[config.mk]
export PLATFORM = sky130hd
export DESIGN_NAME = rf_multiport
export DESIGN_NICKNAME = d
export VERILOG_FILES = /design/src/rtl/rf_pkg.sv /design/src/rtl/rf_scoreboard.sv /design/src/rtl/rf_multiport.sv
export SDC_FILE = /design/constraint.sdc
export NUM_CORES = 1
export LEC_CHECK = 0
export BUFFER_PORTS_ARGS = -buffer_cell sky130_fd_sc_hd__buf_4
export CORE_MARGIN = 4
export CORE_UTILIZATION = 54
export CTS_CLUSTER_DIAMETER = 120
export DETAILED_ROUTE_END_ITERATION = 8
export PLACE_DENSITY_LB_ADDON = 0.05
export SYNTH_ARGS = -nofsm -noshare
export SYNTH_HDL_FRONTEND = slang
export SYNTH_SLANG_ARGS = --single-unit
[constraint.sdc]
create_clock -name clk -period 1.3 [get_ports clk]
set_input_delay 0.065 -clock clk [delete_from_list [all_inputs] [get_ports clk]]
set_output_delay 0.065 -clock clk [all_outputs]
set_load 0.1 [all_outputs]
[src/rtl/rf_pkg.sv]
// Shared defaults, index type and port-slice helper for the multiport register file.
package rf_pkg;

  localparam int DEFAULT_DATA_W = 16;
  localparam int DEFAULT_NREG   = 8;
  localparam int DEFAULT_NREAD  = 2;
  localparam int DEFAULT_AW     = $clog2(DEFAULT_NREG);

  typedef logic [DEFAULT_AW-1:0] reg_idx_t;

  // Low bit of a port's field inside a flattened multi-port bus.
  function automatic int slice_lo(input int port, input int width);
    return port * width;
  endfunction

endpackage

[src/rtl/rf_scoreboard.sv]
// Pending-bit scoreboard: alloc sets, write clears (alloc wins on a tie), sticky WAW error.
module rf_scoreboard
  import rf_pkg::*;
#(
  parameter  int NREG = DEFAULT_NREG,
  localparam int AW   = $clog2(NREG)
) (
  input  logic            clk,
  input  logic            rst_n,
  input  logic            wr_en,
  input  logic [AW-1:0]   wr_sel,
  input  logic            alloc_en,
  input  logic [AW-1:0]   alloc_sel,
  output logic [NREG-1:0] busy,
  output logic            err
);

  logic [NREG-1:0] busy_nxt;
  logic            err_set;

  always_comb begin
    busy_nxt = busy;
    if (wr_en)
      busy_nxt[wr_sel] = 1'b0;
    if (alloc_en)
      busy_nxt[alloc_sel] = 1'b1;
  end

  // A retiring write to the same register makes the re-allocation legal.
  assign err_set = alloc_en && busy[alloc_sel] && !(wr_en && (wr_sel == alloc_sel));

  always_ff @(posedge clk or negedge rst_n) begin
    if (!rst_n) begin
      busy <= '0;
      err  <= 1'b0;
    end else begin
      busy <= busy_nxt;
      err  <= err | err_set;
    end
  end

endmodule

[src/rtl/rf_multiport.sv]
// Parametrised register file with NREAD combinational read ports and a pending scoreboard.
// Optional write-to-read bypass is enabled by defining RF_BYPASS_EN.
module rf_multiport
  import rf_pkg::*;
#(
  parameter  int DATA_W = DEFAULT_DATA_W,
  parameter  int NREG   = DEFAULT_NREG,
  parameter  int NREAD  = DEFAULT_NREAD,
  localparam int AW     = $clog2(NREG)
) (
  input  logic                    clk,
  input  logic                    rst_n,
  input  logic [NREAD*AW-1:0]     rd_sel,
  output logic [NREAD*DATA_W-1:0] rd_data,
  output logic [NREAD-1:0]        rd_busy,
  input  logic                    wr_en,
  input  logic [AW-1:0]           wr_sel,
  input  logic [DATA_W-1:0]       wr_data,
  input  logic                    alloc_en,
  input  logic [AW-1:0]           alloc_sel,
  output logic                    err
);

  logic [DATA_W-1:0] regs [NREG];
  logic [NREG-1:0]   busy;

  always_ff @(posedge clk or negedge rst_n) begin
    if (!rst_n) begin
      for (int i = 0; i < NREG; i++)
        regs[i] <= '0;
    end else if (wr_en) begin
      regs[wr_sel] <= wr_data;
    end
  end

  rf_scoreboard #(.NREG(NREG)) u_scoreboard (
    .clk       (clk),
    .rst_n     (rst_n),
    .wr_en     (wr_en),
    .wr_sel    (wr_sel),
    .alloc_en  (alloc_en),
    .alloc_sel (alloc_sel),
    .busy      (busy),
    .err       (err)
  );

  for (genvar p = 0; p < NREAD; p++) begin : g_rd
    logic [AW-1:0] sel;
    assign sel = rd_sel[slice_lo(p, AW) +: AW];
`ifdef RF_BYPASS_EN
    logic hit;
    assign hit = wr_en && (sel == wr_sel);
    assign rd_data[slice_lo(p, DATA_W) +: DATA_W] = hit ? wr_data : regs[sel];
    // A same-cycle alloc of the register being written keeps it pending.
    assign rd_busy[p] = hit ? (alloc_en && (alloc_sel == sel)) : busy[sel];
`else
    assign rd_data[slice_lo(p, DATA_W) +: DATA_W] = regs[sel];
    assign rd_busy[p] = busy[sel];
`endif
  end

endmodule

==> metrics.txt <==
outcome complete, but fails checks; failing checks setup timing; vias 4,650; worst reg-to-reg path cell count 5; critical path's largest stage delay 0.49 ns; crit-path cells mux4_2, mux2_4, buf_12; post-layout util 75.12%; IO Port Bufs 66; post-synth cell types 33; Yosys reg bits 137; Fin. Hold Viols 0; area growth from synthesis to layout 35.03%; Worst path depth 3; initial core utilization 55.63%; critical path type reg2out; Initial DRT Pass Iterations 5; n_diodes 0; Mapped Area 7426 sq um; post-detailed-route count of antenna-violating nets 0; worst min-delay path class in2reg; Worst path top cell family by delay multiplexers; clk_lat worst skew 0.41 ns; Critical Path AT 1.80 ns; Synthesized Nets 479; chip width 125.3 um; Fin Setup TNS -17.46 ns; core area 13,350 sq um; final setup fails 34; maxcap violations 0; Peak VDD IR 0.001769 V; Starting DRT DRC Count 277; die height 125.3 um; CTS clk-pin slew, worst paths 0.06 ns; GR Util All Layers 24.44%; RSZ-0062 raised after global routing yes; pin slew with the least headroom to its limit 0.4321 ns; final non-filler cell total 758; CTS tree done; IO Count 67; Place WS -0.2311 ns; first-pass GRT wire length 29.33 mm; initial antenna violation count 0; DRT Wirelength 18.34 mm; Slew Viols, Final 0; FP Rows 42; DRC 0; die area 15,690 sq um; nets@finish 602; largest net degree at the start of global routing 30; dpl hpwl 11.34 mm; Synth Warn # 0; fraction of layout cells with a size suffix above 1 67.87%; crit path capture type output pin; Design Power 18.22 mW; Routed WL per cell 24.20 um; critical path launch point type register; hold path depth 3; GRT Residual Overflow 0; skew final 0.005409 ns; register area share after synthesis 46.17%; CTS buffer count 17; clk buf depth 2; H-tree level count 4; synthesized area per cell 16.61 sq um; number of global-route vias before repair 5,145; slowest cell on the critical path mux4_2; via-per-instance ratio 6.135; slew margin rel. 71.20%; crit path max fanout 3; Leak 4.297 nW; Final period util 143.1%; Final Wtd Congestion 0.7702; Worst Path Buf+Inv 1; Cells after Synth 447; power density cells 1817 nW/um^2; Setup WS post-layout -0.5604 ns; Clock Tree Root clkbuf_16; CTS Sinks 137; WP data required 1.24 ns; FILL cells 812; Max Freq 537.5 MHz; Tmin final 1.860 ns; placed insts 697
## cells by family (layout without fill, tap and decap cells)
logic type,after synthesis,count (layout),synth area share [%]
mux,231,231,45.78
simple gates,24,24,2.949
buf+inv,39,174,3.555
flops,137,137,46.17
xor+xnor,3,3,0.3539
compound gates,13,13,1.196
## Yosys cell counts
master / instances / share of area, %
a2111oi_0: 1 / 0.12
a211oi_1: 1 / 0.10
a31o_2: 1 / 0.12
a31oi_1: 1 / 0.084
buf_1: 3 / 0.15
buf_12: 1 / 0.27
buf_2: 8 / 0.54
buf_4: 6 / 0.61
buf_6: 9 / 1.4
clkbuf_1: 7 / 0.35
clkbuf_2: 1 / 0.067
dfrtp_1: 137 / 46
inv_1: 4 / 0.20
mux2_2: 153 / 23
mux2_4: 9 / 1.8
mux2i_1: 1 / 0.13
mux4_2: 68 / 21
nand2_1: 7 / 0.35
nand2b_1: 3 / 0.25
nand2b_4: 1 / 0.19
nand4_1: 1 / 0.084
nand4_2: 1 / 0.17
nand4b_2: 3 / 0.61
nor2b_1: 2 / 0.17
nor3_1: 1 / 0.067
nor3_4: 2 / 0.44
nor3b_4: 2 / 0.51
nor4b_1: 1 / 0.12
o21ai_0: 4 / 0.27
o22ai_1: 2 / 0.17
o31ai_1: 1 / 0.10
o32ai_1: 2 / 0.24
xnor2_1: 3 / 0.35
## through the flow
step | hold WS (ns) | instance area (sq um)
floorplan | -0.2306 | 7636
global placement | 0.02718 | 8668
detailed placement | 0.02682 | 8668
CTS | 0.009424 | 9938
global route | 0.06452 | 10030
finish | 0.04694 | 10030
## area by class of cell
class	instances	area, sq um	area share (%)
multi-input combinational	271	3911	39.01
sequential	137	3428	34.19
timing repair buffer	139	1842	18.37
clock buffer	25	525.5	5.241
tap	176	220.2	2.196
clock inverter	6	85.08	0.8485
inverter	4	15.01	0.1497
## worst paths after layout
kind	from	end	slack, ns
worst max-delay path	u_scoreboard.busy[3]	rd_busy[0]	-0.56
worst min-delay path	wr_en	u_scoreboard.err	0.05
worst max register to register	u_scoreboard.busy[3]	u_scoreboard.err	0.02
worst min register to register	u_scoreboard.err	u_scoreboard.err	0.48
max in group asynchronous	rst_n	regs[7]	0.62
min in group asynchronous	rst_n	regs[77]	0.14
## metal layers
metal | up-vias | part of all wire (%) | GRT usage [%]
met5 | - | 0 | 0
met4 | 0 | 1.4 | 6.760
met3 | 23 | 5.3 | 4.947
met2 | 138 | 52 | 41.16
met1 | 2482 | 41 | 32.77
li1 | 2007 | - | -
## timing repair
item,CTS,global route
gates resized for setup,104,7
hold buffers,19,0
endpoints found under the setup margin,35,35
hold endpoints to repair,269,0
pin swaps,1,3
buffers inserted,5,6
## registers in the layout, summed over array words and instances (netlist names)
name	flops
regs	128
u_scoreboard.busy	8
u_scoreboard.err	1
## placed cells by master (no fill, tap or decap), types with 2 or more instances in the layout
cell type / count
clkbuf_8: 7
xnor2_1: 3
bufinv_16: 2
clkbuf_16: 17
o22ai_1: 2
mux4_2: 68
dfrtp_1: 137
inv_1: 4
clkinvlp_4: 2
nor3_4: 2
o21ai_0: 4
mux2_2: 119
nor3b_4: 2
nand4b_2: 3
o32ai_1: 2
dlygate4sd3_1: 19
nand2b_1: 3
buf_12: 60
clkinv_2: 2
nand2_1: 7
buf_4: 60
mux2_4: 43
## where the power goes
group	switching (mW)	total, mW	internal, mW
logic	3.78	7.40	3.62
registers	0.689	5.89	5.20
clock network	1.76	4.92	3.17
total	6.23	18.2	12.0
## worst register-to-register path, cell delays in order, from the launching register on
cell and delay [ns]:
dfrtp_1 0.40, buf_4 0.14, buf_4 0.13, a211oi_2 0.21
nor3_2 0.07, a31o_2 0.23
Note: power is estimated with default switching activity, not from simulation.
